### src/rtl/dsp19x2_mac_sequencer.sv
// dsp19x2_mac_sequencer
// Drives a single DSP19X2 in multiply-accumulate mode to compute two dot
// products per job (Z1 = sum A1*B1, Z2 = sum A2*B2). A job command is taken
// in IDLE, operand pairs are streamed to the DSP in ACCUM (bubbles hold the
// accumulator), DRAIN waits out the DSP pipeline, and DONE presents both sums
// on a valid/ready result port. All DSP control inputs are owned here; the
// sequencer itself does no arithmetic.
// DSP_LAT must lie in 1..7 (the drain counter is 3 bits wide).

module dsp19x2_mac_sequencer #(
   parameter int LEN_W   = 8,
   parameter int DSP_LAT = 2
) (
   input  logic             i_clk,
   input  logic             i_reset,
   // job command
   input  logic             i_cmd_valid,
   output logic             o_cmd_ready,
   input  logic [LEN_W-1:0] i_cmd_len,
   input  logic [8:0]       i_cmd_cfg,
   // operand stream
   input  logic             i_in_valid,
   output logic             o_in_ready,
   input  logic [9:0]       i_in_a1,
   input  logic [9:0]       i_in_a2,
   input  logic [8:0]       i_in_b1,
   input  logic [8:0]       i_in_b2,
   // result
   output logic             o_res_valid,
   input  logic             i_res_ready,
   output logic [18:0]      o_res_z1,
   output logic [18:0]      o_res_z2,
   // DSP19X2 control and data
   output logic [9:0]       o_dsp_a1,
   output logic [9:0]       o_dsp_a2,
   output logic [8:0]       o_dsp_b1,
   output logic [8:0]       o_dsp_b2,
   output logic             o_dsp_load_acc,
   output logic [2:0]       o_dsp_feedback,
   output logic [4:0]       o_dsp_acc_fir,
   output logic             o_dsp_subtract,
   output logic [8:0]       o_dsp_cfg,
   output logic             o_dsp_reset,
   input  logic [18:0]      i_dsp_z1,
   input  logic [18:0]      i_dsp_z2
);

   typedef enum logic [1:0] {
      ST_IDLE  = 2'd0,
      ST_ACCUM = 2'd1,
      ST_DRAIN = 2'd2,
      ST_DONE  = 2'd3
   } state_t;

   localparam logic [2:0]       LP_DRAIN_INIT = 3'(DSP_LAT);
   localparam logic [LEN_W-1:0] LP_LEN_ONE    = LEN_W'(1);

   // state and registered outputs
   state_t             r_state;
   logic [LEN_W-1:0]   r_remaining;
   logic               r_first;
   logic [2:0]         r_drain;
   logic [8:0]         r_cfg;
   logic               r_cmd_ready;
   logic               r_in_ready;
   logic               r_res_valid;
   logic [18:0]        r_res_z1;
   logic [18:0]        r_res_z2;
   logic [9:0]         r_dsp_a1;
   logic [9:0]         r_dsp_a2;
   logic [8:0]         r_dsp_b1;
   logic [8:0]         r_dsp_b2;
   logic               r_dsp_load_acc;

   // next-state values
   state_t             w_state_nxt;
   logic [LEN_W-1:0]   w_remaining_nxt;
   logic               w_first_nxt;
   logic [2:0]         w_drain_nxt;
   logic [8:0]         w_cfg_nxt;
   logic [18:0]        w_res_z1_nxt;
   logic [18:0]        w_res_z2_nxt;
   logic [9:0]         w_dsp_a1_nxt;
   logic [9:0]         w_dsp_a2_nxt;
   logic [8:0]         w_dsp_b1_nxt;
   logic [8:0]         w_dsp_b2_nxt;
   logic               w_dsp_load_acc_nxt;

   // handshakes use the registered ready flags the source actually sees
   logic               w_cmd_fire;
   logic               w_in_fire;
   logic               w_res_fire;

   assign w_cmd_fire = i_cmd_valid & r_cmd_ready;
   assign w_in_fire  = i_in_valid  & r_in_ready;
   assign w_res_fire = i_res_ready & r_res_valid;

   // Next-state, operand steering and result capture for the job sequence.
   always_comb begin
      w_state_nxt        = r_state;
      w_remaining_nxt    = r_remaining;
      w_first_nxt        = r_first;
      w_drain_nxt        = r_drain;
      w_cfg_nxt          = r_cfg;
      w_res_z1_nxt       = r_res_z1;
      w_res_z2_nxt       = r_res_z2;
      // zero operands with load_acc low make the DSP hold its accumulator
      w_dsp_a1_nxt       = 10'd0;
      w_dsp_a2_nxt       = 10'd0;
      w_dsp_b1_nxt       = 9'd0;
      w_dsp_b2_nxt       = 9'd0;
      w_dsp_load_acc_nxt = 1'b0;

      case (r_state)
         ST_IDLE: begin
            if (w_cmd_fire) begin
               w_remaining_nxt = i_cmd_len;
               w_cfg_nxt       = i_cmd_cfg;
               w_first_nxt     = 1'b1;
               if (i_cmd_len == '0) begin
                  // empty job: report zero sums without touching the DSP
                  w_state_nxt  = ST_DONE;
                  w_res_z1_nxt = 19'd0;
                  w_res_z2_nxt = 19'd0;
               end else begin
                  w_state_nxt  = ST_ACCUM;
               end
            end else begin
               w_state_nxt = ST_IDLE;
            end
         end

         ST_ACCUM: begin
            if (w_in_fire) begin
               w_dsp_a1_nxt       = i_in_a1;
               w_dsp_a2_nxt       = i_in_a2;
               w_dsp_b1_nxt       = i_in_b1;
               w_dsp_b2_nxt       = i_in_b2;
               // first element overwrites the accumulator, discarding any old sum
               w_dsp_load_acc_nxt = r_first;
               w_first_nxt        = 1'b0;
               w_remaining_nxt    = r_remaining - LP_LEN_ONE;
               if (r_remaining <= LP_LEN_ONE) begin
                  w_state_nxt = ST_DRAIN;
                  w_drain_nxt = LP_DRAIN_INIT;
               end else begin
                  w_state_nxt = ST_ACCUM;
               end
            end else begin
               w_state_nxt = ST_ACCUM;
            end
         end

         ST_DRAIN: begin
            if (r_drain == 3'd0) begin
               // last element has now propagated through the DSP pipeline
               w_res_z1_nxt = i_dsp_z1;
               w_res_z2_nxt = i_dsp_z2;
               w_state_nxt  = ST_DONE;
            end else begin
               w_drain_nxt  = r_drain - 3'd1;
               w_state_nxt  = ST_DRAIN;
            end
         end

         ST_DONE: begin
            if (w_res_fire) begin
               w_state_nxt = ST_IDLE;
            end else begin
               w_state_nxt = ST_DONE;
            end
         end

         default: begin
            w_state_nxt = ST_IDLE;
         end
      endcase
   end

   // FSM state register.
   always_ff @(posedge i_clk) begin
      if (i_reset) begin
         r_state <= ST_IDLE;
      end else begin
         r_state <= w_state_nxt;
      end
   end

   // Job counters, latched configuration and captured result.
   always_ff @(posedge i_clk) begin
      if (i_reset) begin
         r_remaining <= '0;
         r_first     <= 1'b0;
         r_drain     <= 3'd0;
         r_cfg       <= 9'd0;
         r_res_z1    <= 19'd0;
         r_res_z2    <= 19'd0;
      end else begin
         r_remaining <= w_remaining_nxt;
         r_first     <= w_first_nxt;
         r_drain     <= w_drain_nxt;
         r_cfg       <= w_cfg_nxt;
         r_res_z1    <= w_res_z1_nxt;
         r_res_z2    <= w_res_z2_nxt;
      end
   end

   // Registered DSP operand and LOAD_ACC drive.
   always_ff @(posedge i_clk) begin
      if (i_reset) begin
         r_dsp_a1       <= 10'd0;
         r_dsp_a2       <= 10'd0;
         r_dsp_b1       <= 9'd0;
         r_dsp_b2       <= 9'd0;
         r_dsp_load_acc <= 1'b0;
      end else begin
         r_dsp_a1       <= w_dsp_a1_nxt;
         r_dsp_a2       <= w_dsp_a2_nxt;
         r_dsp_b1       <= w_dsp_b1_nxt;
         r_dsp_b2       <= w_dsp_b2_nxt;
         r_dsp_load_acc <= w_dsp_load_acc_nxt;
      end
   end

   // Handshake flags registered from the next state so every port is a flop;
   // they read 0 for the cycle right after reset.
   always_ff @(posedge i_clk) begin
      if (i_reset) begin
         r_cmd_ready <= 1'b0;
         r_in_ready  <= 1'b0;
         r_res_valid <= 1'b0;
      end else begin
         r_cmd_ready <= (w_state_nxt == ST_IDLE);
         r_in_ready  <= (w_state_nxt == ST_ACCUM);
         r_res_valid <= (w_state_nxt == ST_DONE);
      end
   end

   assign o_cmd_ready    = r_cmd_ready;
   assign o_in_ready     = r_in_ready;
   assign o_res_valid    = r_res_valid;
   assign o_res_z1       = r_res_z1;
   assign o_res_z2       = r_res_z2;
   assign o_dsp_a1       = r_dsp_a1;
   assign o_dsp_a2       = r_dsp_a2;
   assign o_dsp_b1       = r_dsp_b1;
   assign o_dsp_b2       = r_dsp_b2;
   assign o_dsp_load_acc = r_dsp_load_acc;
   assign o_dsp_cfg      = r_cfg;
   // fixed DSP modes: plain accumulate, no FIR shift, no subtraction
   assign o_dsp_feedback = 3'b000;
   assign o_dsp_acc_fir  = 5'd0;
   assign o_dsp_subtract = 1'b0;
   // the DSP is reset together with the sequencer so a partial sum is dropped
   assign o_dsp_reset    = i_reset;

endmodule

### config.mk
export PLATFORM = sky130hd
export DESIGN_NAME = dsp19x2_mac_sequencer
export DESIGN_NICKNAME = d
export VERILOG_FILES = /design/src/rtl/dsp19x2_mac_sequencer.sv
export SDC_FILE = /design/constraint.sdc
export NUM_CORES = 1
export LEC_CHECK = 0
export ABC_AREA = 1
export CAP_MARGIN = 40
export CORE_ASPECT_RATIO = 1.25
export CORE_MARGIN = 2
export CORE_UTILIZATION = 30
export DETAILED_ROUTE_END_ITERATION = 10
export GPL_TIMING_DRIVEN = 0
export PLACE_DENSITY_LB_ADDON = 0.15
export SLEW_MARGIN = 25
export SYNTH_ARGS = -nofsm -noshare
export SYNTH_HDL_FRONTEND = slang
export SYNTH_SLANG_ARGS = --single-unit
### constraint.sdc
create_clock -name i_clk -period 2.8 [get_ports i_clk]
set_input_delay 0.56 -clock i_clk [delete_from_list [all_inputs] [get_ports i_clk]]
set_output_delay 0.56 -clock i_clk [all_outputs]
set_load 0.02 [all_outputs]
# Yosys cells after proc, flatten, opt, wreduce, memory -nomap -nowiden

Index checks and enable logic that the tools add are counted.

Bits in registers: 103
Word-level logic and storage cells: 69
Bits of input ports: 98

Mux-type cells: 23
Reduce and logical (&&, ||, !) cells: 12
Equality and inequality tests: 11
Bitwise logic cells: 5
Add/sub/neg operators: 2
$lt $le $gt $ge: 1

Operator list:

| kind                                                                   | count |
|---|---|
| 19-bit 2-to-1 mux                                                      | 4 |
| 19-bit case mux with 2 select lines                                    | 2 |
| 8-bit 2-to-1 mux                                                       | 2 |
| 8-bit case mux with 2 select lines                                     | 1 |
| 2-bit inequality test (second input constant)                          | 6 |
| 2-bit 2-to-1 mux                                                       | 5 |
| 3-bit 2-to-1 mux                                                       | 3 |
| 8-bit by 1-bit <= comparator with 1-bit output (second input constant) | 1 |
| 8-bit zero test                                                        | 1 |
| 2-bit case mux with 4 select lines                                     | 1 |
| 4-bit AND reduction                                                    | 2 |
| 8-bit by 1-bit subtractor with 8-bit output (second input constant)    | 1 |
| 2-bit equality test (second input constant)                            | 3 |
| 3-bit case mux with 2 select lines                                     | 1 |
| 2-bit nonzero test                                                     | 3 |
| 2-bit by 1-bit equality test with 1-bit output (second input constant) | 2 |
| 2-bit zero test                                                        | 2 |
| 1-bit AND                                                              | 3 |
| 3-bit zero test                                                        | 1 |
| 1-bit 2-to-1 mux                                                       | 3 |
| 3-bit AND reduction                                                    | 1 |
| 3-bit OR reduction                                                     | 1 |
| 3-bit by 1-bit subtractor with 3-bit output (second input constant)    | 1 |
| 1-bit inverter                                                         | 2 |
| other kinds (2)                                                        | 2 |

# Logic depth before layout (Yosys ltp)

Gate-level depths: netlist (run 1).

Word-level depth: 5
Gate-level depth with buffers: 9

# Least setup slack after synthesis (run 1)

OpenSTA, ideal clock, no wires.

Path type: input port to flip-flop
Start point: input port i_reset
End point: register r_cfg[2], in the netlist o_dsp_cfg[2]
Arrival: 1.437 ns
Buffers on the path: 3
Path slack: 1.299 ns
Stages: 6
Required time: 2.735 ns
Cells stage by stage: buf_2 -> inv_1 -> clkbuf_1 -> buf_1 -> o21ai_0 -> nor2_1

RTL lines:

| item                   | line | text |
|---|---|---|
| start: declaration     | 15   | `input logic i_reset,` |
| end signal: assignment | 202  | `r_cfg <= w_cfg_nxt;` |
| end: declaration       | 63   | `logic [8:0] r_cfg;` |

# Worst setup path after layout (run 1)

Start point: register r_cmd_ready, in the netlist o_cmd_ready
End point: output port o_cmd_ready

RTL lines:

| item                     | line | text |
|---|---|---|
| start: declaration       | 64   | `logic r_cmd_ready;` |
| start signal: assignment | 233  | `r_cmd_ready <= (w_state_nxt == ST_IDLE);` |
| end: declaration         | 18   | `output logic o_cmd_ready,` |

No word-level cell between the ends.

==> flow_summary.ini, run 1 <==
[min_path]
min_path_type = reg -> reg
min_to = o_dsp_load_acc$_SDFF_PP0_
hold_depth = 2
holdCritStartpoint = r_first$_SDFFE_PP0P_

[synthesis]
synthAdderAreaFrac_pct = 1.24
synth.distinct_cells = 27
synth_top_area_cell = dfxtp_1
synth-compound-area-share_pct = 16.0
synth.area.mux_share_pct = 0
synth_top_area_share_pct = 51.2
synth_top_family_by_area = simple AND/OR/NAND/NOR gates
synth-simple-area-share_pct = 19.5
synth_edf_count = 0
synthTopCellsByArea = dfxtp_1 51%, nor2_1 11%, a22oi_1 7.1%
synth_area_mm2 = 0.00402
ys_seq_elements = 103
synth_cells = 509
synthXorXnorAreaFrac_pct = 0.218
syn_area_per_cell_um2 = 7.91
ys_seq_area_share_pct = 51.2
synth_flop_cell = dfxtp_1
async_flop_share_pct = 0
ys_warn_count = 0

[floorplan]
dieArea_mm2 = 0.0144
rows = 47
initial_core_util_pct = 30.5
core_mm2 = 0.0132
ios = 197
die_w_um = 108
chipHeight_um = 133

[clock_network]
post_cts_resize_count = 0
htree_num_levels = 3
clkTransAtPathRegs_ns = 0.07
cts_tree = done
cts_hold_buf = 0
worstSkewPairLatency_ns = 0.34
root_buffer = clkbuf_16
post_cts_buffers = 0
numCtsBuffers = 9
clockBufferDepth = 2
cts.sinks = 103

[critical_path]
cp_slowest_stage_delay_ns = 0.64
timing.rr.end = o_res_valid$_SDFF_PP0_
end_kind = output pin
critPathTopFamily = buffers and inverters
critPathMaxFanout = 3
rr_worst_depth = 7
cp.arrival_ns = 1.35
r2r_slack_ns = 1.09
slowest_stage = clkdlybuf4s50_1
worstSetupStartpointType = register
r2r_start = r_remaining[0]$_SDFFE_PP0P_
cp_num_buf_inv = 1
cp_cell_sequence = clkdlybuf4s50_1
path_class = reg -> out
required_ns = 2.24

[cells_and_area]
syn2layout_area_growth_pct = 59.2
seq_area_mm2 = 0.00206
fill_cells = 1316
multi_input_area_mm2 = 0.00152
fin_nets = 816
antenna_cells = 0
drive_gt1_share_pct = 7.37

[grt]
grt_remaining_overflow = 0
grtUsageTotal_pct = 16.5
met2_usage_pct = 29.4
grt_pass1_vias = 3833
grt_pass1_wl_um = 18700
grtUsageMet1_pct = 18.4
antenna_found_initial = 0
grt.busiest_layer = met2
grt_start_max_net_pins = 18
met3_usage_pct = 4.94

[drt]
wl_um = 11800
ant_nets = 0
vias = 3944
drt_pass1_iterations = 4
wire_per_inst_um = 13.3
dr.first_iter.drc_count = 103
viasPerCell = 4.43
drc = 0

[placement]
dpl.hpwl_um = 9220
io_buffers = 186
gp_congestion = 0.811

[timing]
slew_viol_final = 0
tightestPinTransition_ns = 0.607
fin_skew_ns = 0.00979
hold_viol = 0
fmax_mhz = 525
fin_tns_setup_ns = 0
final-setup-viol-count = 0
period_minus_slack_ns = 1.91
rsz0062_at_grt = no
fin_crit_sh_pct = 68.1
relSlewSlack_pct = 59.5

[flow_run]
maxCapViolations = 0

[power]
p_per_area_mw_per_mm2 = 627
leakage_nw = 2.97
vdd_ir_drop_max_mv = 0.268
finalPower_w = 0.00402

[run_status]
status = finished clean
==> per-layer routing <==
metal	up-vias	wire, um	part of all wire (%)
met5	-	0	0
met3	8	822	6.9
met4	0	136	1.1
li1	2015	-	-
met1	1795	4720	40
met2	126	6160	52
==> layout make-up <==
| class | count | share of cell area, % |
|---|---|---|
| Timing Repair Buffer | 186 | 29.1 |
| Inverter | 65 | 3.81 |
| Buffer | 39 | 3.52 |
| Clock buffer | 11 | 3.63 |
| Clock inverter | 5 | 0.664 |
| Sequential cell | 103 | 32.2 |
| Tap cell | 171 | 3.34 |
| Multi-Input combinational cell | 310 | 23.8 |
==> Yosys cell counts, types with 2 or more instances <==
library cell / number
o21ai_0: 37
nand3_1: 13
buf_2: 12
buf_6: 3
clkbuf_1: 12
buf_4: 11
a21oi_1: 15
nand4_1: 4
nand2_2: 3
nor2_2: 2
o21ai_1: 20
nor2_4: 4
nand2_1: 39
dfxtp_1: 103
ha_1: 4
inv_1: 63
a22oi_1: 38
nor2_1: 117
==> cell usage in the layout, fill, tap and decap left out, types with 2 or more instances in the layout <==
| cell type | instances |
|---|---|
| a21oi_1 | 15 |
| a22oi_1 | 38 |
| buf_2 | 12 |
| buf_4 | 11 |
| buf_6 | 3 |
| clkbuf_1 | 14 |
| clkbuf_16 | 9 |
| clkdlybuf4s50_1 | 186 |
| clkinv_4 | 3 |
| conb_1 | 9 |
| dfxtp_1 | 103 |
| ha_1 | 4 |
| inv_1 | 63 |
| nand2_1 | 39 |
| nand2_2 | 3 |
| nand3_1 | 13 |
| nand4_1 | 4 |
| nor2_1 | 117 |
| nor2_2 | 2 |
| nor2_4 | 4 |
| o21ai_0 | 37 |
| o21ai_1 | 20 |
==> sequential cells by signal (all words and copies together), names as in the netlist, 2 cells and up <==
signal / count
r_drain: 3
o_res_z1: 19
r_remaining: 8
o_dsp_a1: 10
o_dsp_a2: 10
r_state: 2
o_dsp_b1: 9
o_res_z2: 19
o_dsp_b2: 9
o_dsp_cfg: 9
==> power by group <==
part / internal [W] / total, W / leakage [nW] / switching (W)
registers: 0.00160 / 0.00170 / 0.833 / 0.0000996
clock network: 0.000612 / 0.00117 / 0.130 / 0.000555
logic: 0.000510 / 0.00115 / 2.01 / 0.000640
total: 0.00272 / 0.00402 / 2.97 / 0.00129
==> cells by family after synthesis <==
group | count (synthesis)
fa+ha+maj | 4
other cells | 1
xor+xnor | 1
flops | 103
buf+inv | 104
compound gates | 110
simple gates | 186
==> through the flow <==
step | cells | util (%) | hold slack [ns] | setup slack (ns) | cell area [um2]
detailed placement | 874 | 46.5 | 0.430 | 0.674 | 6130
global route | 890 | 48.6 | 0.486 | 0.845 | 6400
finish | 890 | 48.6 | 0.435 | 0.894 | 6400
floorplan | 517 | - | 0.408 | 1.30 | 4050
CTS | 890 | 48.6 | 0.437 | 0.876 | 6400
global placement | 874 | 46.5 | 0.422 | 0.713 | 6130
==> worst max-delay path by stage <==
stage,start,end,slack (ns),cells past startpoint
finish,o_cmd_ready$_SDFF_PP0_,o_cmd_ready,0.89,1
global route,o_cmd_ready$_SDFF_PP0_,o_cmd_ready,0.85,1
CTS,o_cmd_ready$_SDFF_PP0_,o_cmd_ready,0.88,1
detailed placement,i_cmd_len[1],o_res_z1[14]$_SDFFE_PP0P_,0.67,10
global placement,i_cmd_len[1],o_res_z1[16]$_SDFFE_PP0P_,0.71,10
floorplan,i_reset,o_dsp_cfg[2]$_SDFFE_PP0P_,1.30,6
(Power assumes the default switching activity.)
==> inputs of run 2 (changes only) <==
==> constraint.sdc (replaced) <==
create_clock -name i_clk -period 1.9 [get_ports i_clk]
set_input_delay 0.38 -clock i_clk [delete_from_list [all_inputs] [get_ports i_clk]]
set_output_delay 0.38 -clock i_clk [all_outputs]
set_load 0.02 [all_outputs]
==> results of run 2 <==
Same layout as run 1 (identical final DEF). Status: finished clean.
Main changes from that run: setup slack after placement 0.674 ns -> -0.0457 ns; clock-pin slew on the worst setup and hold paths 0.07 ns -> 0.06 ns; setup slack after layout 0.894 ns -> 0.174 ns; hold slack 0.435 ns -> 0.369 ns; register-to-register setup slack 1.09 ns -> 0.19 ns; end point of the worst hold path o_dsp_load_acc$_SDFF_PP0_ -> o_res_valid$_SDFF_PP0_; total power 0.00402 W -> 0.00592 W; worst IR drop on VDD 0.268 mV -> 0.395 mV
